===== src/rtl/timer_arbiter.sv =====
// Round-robin owner of a shared flex counter: grants one of two requesters, times its
// interval on the external counter, then pulses that requester's done strobe.
module timer_arbiter #(
   parameter int unsigned Width = 4
) (
   input  logic             clk_i,
   input  logic             rst_i,
   input  logic             req0_i,
   input  logic             req1_i,
   input  logic [Width-1:0] val0_i,
   input  logic [Width-1:0] val1_i,
   output logic             gnt0_o,
   output logic             gnt1_o,
   output logic             done0_o,
   output logic             done1_o,
   output logic             busy_o,
   output logic             clear_o,
   output logic             count_enable_o,
   output logic [Width-1:0] rollover_val_o,
   input  logic             rollover_flag_i
);

   typedef enum logic [1:0] {StIdle, StLoad, StRun, StDone} state_e;

   state_e           state_q, state_d;
   logic             last_q, last_d;
   logic [Width-1:0] interval_q, interval_d;
   logic             owner_req;
   logic             win1;

   // last_q doubles as the current owner while busy
   assign owner_req = last_q ? req1_i : req0_i;
   assign win1      = req1_i & (~req0_i | ~last_q);

   always_comb begin
      state_d        = state_q;
      last_d         = last_q;
      interval_d     = interval_q;
      clear_o        = 1'b0;
      count_enable_o = 1'b0;
      done0_o        = 1'b0;
      done1_o        = 1'b0;
      unique case (state_q)
         StIdle: begin
            if (req0_i || req1_i) begin
               last_d     = win1;
               interval_d = win1 ? val1_i : val0_i;
               state_d    = StLoad;
            end
         end
         StLoad: begin
            clear_o = 1'b1;
            if (!owner_req) begin
               state_d = StIdle;
            end else if (interval_q == '0) begin
               state_d = StDone;
            end else begin
               state_d = StRun;
            end
         end
         StRun: begin
            count_enable_o = ~rollover_flag_i;
            if (!owner_req) begin
               clear_o = 1'b1;
               state_d = StIdle;
            end else if (rollover_flag_i) begin
               state_d = StDone;
            end
         end
         StDone: begin
            clear_o = 1'b1;
            done0_o = ~last_q;
            done1_o = last_q;
            state_d = StIdle;
         end
         default: state_d = StIdle;
      endcase
   end

   always_ff @(posedge clk_i or posedge rst_i) begin
      if (rst_i) begin
         state_q    <= StIdle;
         last_q     <= 1'b1;
         interval_q <= '0;
      end else begin
         state_q    <= state_d;
         last_q     <= last_d;
         interval_q <= interval_d;
      end
   end

   assign busy_o         = (state_q != StIdle);
   assign gnt0_o         = busy_o & ~last_q;
   assign gnt1_o         = busy_o & last_q;
   assign rollover_val_o = interval_q;

endmodule


===== config.mk =====
export PLATFORM = sky130hd
export DESIGN_NAME = timer_arbiter
export DESIGN_NICKNAME = d
export VERILOG_FILES = /design/src/rtl/timer_arbiter.sv
export SDC_FILE = /design/constraint.sdc
export NUM_CORES = 1
export LEC_CHECK = 0
export BUFFER_PORTS_ARGS = -buffer_cell sky130_fd_sc_hd__buf_4
export CORE_AREA = 5 5 42 44
export DETAILED_ROUTE_END_ITERATION = 10
export DIE_AREA = 0 0 47 49
export PLACE_DENSITY = 0.59
export SYNTH_ARGS = -nofsm -noshare
export SYNTH_HDL_FRONTEND = slang
export SYNTH_SLANG_ARGS = --single-unit

===== constraint.sdc =====
create_clock -name clk_i -period 1.9 [get_ports clk_i]
set_clock_uncertainty 0.05 [all_clocks]
set_input_delay 0.38 -clock clk_i [delete_from_list [all_inputs] [get_ports clk_i]]
set_output_delay 0.38 -clock clk_i [all_outputs]
set_load 0.01 [all_outputs]

### Word-level counts from Yosys, hierarchy flattened

Index checks and enable logic that the tools add are counted.

* equality and inequality tests: 5
* reduce and logical (&&, ||, !) cells: 7
* bitwise gates (word level): 7
* mux-type cells: 13

Operator list (number)
* 2-bit 2-to-1 mux: 4
* 2-bit case mux with 4 select lines: 1
* 1-bit 2-to-1 mux: 6
* 2-bit equality test (second input constant): 2
* 4-bit zero test: 1
* 4-bit 2-to-1 mux: 1
* 2-bit AND reduction: 2
* 1-bit AND: 3
* 3-bit != test (second input constant): 1
* 1-bit NOT: 3
* 2-bit by 1-bit equality test with 1-bit output (second input constant): 1
* 2-bit zero test: 1
* 2-bit != test (second input constant): 1
* 1-bit case mux with 2 select lines: 1
* 2-bit nonzero test: 1
* 2-bit OR reduction: 1
* 1-bit logical OR: 1
* 1-bit OR: 1

* register bits: 7
* input port bits: 13

### Longest topological paths before layout

* word-level depth: 4
* gate-level depth with buffers: 4

### Worst setup path before layout

No wires, ideal clock.

* path type: reg2out
* from: register last_q
* to: output clear_o
* data required time: 1.470 ns
* arrival: 1.195 ns
* buffers on the path: 1
* slack: 0.275 ns
* cell stages (with the launch flop): 4
* cells stage by stage: dfstp_2 clkbuf_1 mux2i_1 a21o_2

* cells in the longest elaborated chain, start to end: 3

Ends and longest elaborated chain
* start: declaration: RTL line 26 `logic last_q, last_d;`
* start signal: assignment: RTL line 87 `last_q <= last_d;`
* 1-bit 2-to-1 mux: RTL line 32 `assign owner_req = last_q ? req1_i : req0_i;`
* 1-bit 2-to-1 mux: RTL line 63 `if (!owner_req) begin`
* 1-bit case mux with 2 select lines: RTL line 43 `unique case (state_q)`
* end: declaration: RTL line 17 `output logic clear_o,`

Every way passes these cells.

### Final worst setup path

Same ends and word-level chain as after synthesis.

==> run metrics <==
Synth Instances 39; Starting Density 0.295; vias 379; Reg clk slew, reported paths 60 ps; antenna-violating nets left 0; Placed Instance Area 591 sq um; vias in the first global route 393; Iter 0 DRT Violations 5; total negative slack 0 ps; grt ovf 0; Register-to-Register Path Depth 3; Hold Fails Final Rpt 0; PwrDens 1510 nW/um^2; crit path launch type flip-flop; clk_lat worst skew about 250 ps; part of the cycle the worst path needs 0.944; Async SR Flop Fraction 1.00; leak pwr about 0.3 nW; Arr. time, crit path 1360 ps; status complete, no violations; post-synth top area share 0.364; global placement routability congestion between 0.6 and 0.7; average routed wire per standard cell approximately 13 microns; area grow syn2layout 54.2%; Core ar. between 1000 and 1500 sq um; Die Y 49 microns; hpwl dp 772 microns; Max clock buf depth 2; fin nets 78; Post-route DRC 0; share of post-route cells with drive strength above 1 0.609; Synth area leaders dfrtp_1 36%, mux2_2 22%, dfstp_2 6.4%; Slew headroom 0.681; final WL 1.02 mm; standard-cell rows 14; crit path kind flip-flop to output pin; WP data required 1470 ps; H-tree Lvls 1; crit-path max FO 5; Syn Nets 52; Die Footprint 2300 sq um; clk root buf clkbuf_4; Inst Count DP 75; diode count 0; Num CTS Buffers 3; min Tclk post-route 1790 ps; Avg Cell Area, Syn 10.6 sq um; Layout Utilization 0.454; cell area after synthesis 413 sq um; area leader, netlist dfrtp_1; post-synthesis sequential area ratio 0.427; Synth Warn # 0; Top FF cell, synth dfrtp_1; Vias per Instance around 4.7; EDFF count, synth 0; fill cell count about 140; Tot GR Track Use 0.107; I/O Pins 24; element type at the critical path end output pin; Final Setup Violations 0; max-cap check violation count 0; fmax around 560 MHz; port bufs 23; RSZ-0062 raised after global routing no; initial antenna violation count 0; Synth Register Bits 7; Pre-antenna DRT Iters 4; fin area roughly 640 sq um; actual slew at the worst max-slew pin 475 ps; worst vdd ir 513 uV; first-pass GRT wire length ~1.7 mm; Die Width 47 microns; Slew Limit Fails 0; Hold Crit Class primary input to async pin; CTS tree yes; largest net degree at the start of global routing 9; Netlist cell types 22; clock sinks 7; Non-Filler Instances 80
==> stage by stage <==
stage               power, mW  setup slack [ps]  hold WS (ps)
floorplan               0.591               275           133
global placement        0.797               255           288
detailed placement      0.798               268           285
CTS                     0.952              34.0          4.82
global route             1.05              29.6          11.2
finish                  0.961               106         0.635
==> power by group <==
part           total [mW]  switching (mW)  internal (mW)
registers           0.323          0.0906          0.232
clock network       0.136          0.0563         0.0802
logic               0.502           0.204          0.297
total               0.961           0.351          0.610
==> area by class of cell <==
class                      instances  area (sq um)  share of cell area
clock buffer                       4          26.3              0.0413
tap                               16          20.0              0.0314
timing repair buffer              24           180               0.283
sequential                         7           176               0.277
inverter                           2          7.51              0.0118
multi-input combinational         27           226               0.356
==> what timing repair did <==
action,CTS,global route
gates resized for setup,1,1
hold endpoints to repair,0,0
pin swaps,0,0
hold buffers,0,0
setup buffers,0,1
setup endpoints to repair,1,1
==> critical path, stage by stage, from the launching register on <==
cell	delay, ps
dfstp_2	590
mux2i_4	270
a21o_2	150
buf_4	110
==> cells by family (layout without fill, tap and decap cells) <==
group | after synthesis | count (layout) | share of synthesized area
compound gates | 6 | 6 | 0.0970
xor+xnor | 1 | 1 | 0.0212
buf+inv | 5 | 30 | 0.0546
flops | 7 | 7 | 0.427
mux | 9 | 9 | 0.242
simple gates | 11 | 11 | 0.158
==> sequential cells by signal (all words and copies together), names as in the netlist <==
register and cells:
last_q 1, state_q 2, rollover_val_o 4
==> worst paths after layout <==
check | from | end | slack [ps]
worst max-delay path | last_q | clear_o | 110
worst min-delay path | rst_i | rollover_val_o[3] | 0.6
worst max register to register | state_q[0] | state_q[0] | 280
worst min register to register | rollover_val_o[3] | rollover_val_o[3] | 490
max in group asynchronous | rst_i | last_q | 1530
min in group clk_i | req0_i | last_q | 260
==> synth_stat cells (2+ instances only) <==
| master | number |
|---|---|
| dfrtp_1 | 6 |
| clkbuf_1 | 2 |
| mux2_2 | 8 |
| inv_1 | 2 |
| nor2_1 | 4 |
==> cells in the final DEF, fill, tap and decap left out <==
master,netlist,final
buf_4,1,24
mux2_2,8,8
dfrtp_1,6,6
nor2_1,4,4
clkbuf_4,0,3
inv_1,2,2
a21boi_1,1,1
o21ai_1,1,1
nand3b_1,1,1
mux2i_4,0,1
or4b_1,1,1
or4_1,1,1
o211ai_1,1,1
nor2b_1,1,1
a21o_2,1,1
nor3b_1,1,1
and3_2,1,1
nand2_1,1,1
a21oi_1,1,1
a31oi_1,1,1
xnor2_1,1,1
clkbuf_1,2,1
dfstp_2,1,1
==> metal layers <==
metal  track usage  vias up  wire [microns]
li1              -      188               -
met1         0.123      177             412
met2         0.136       12             512
met3        0.0554        2              75
met4        0.0968        0              17
met5             0        -               0
No activity file was read; power rests on OpenSTA's default activity.
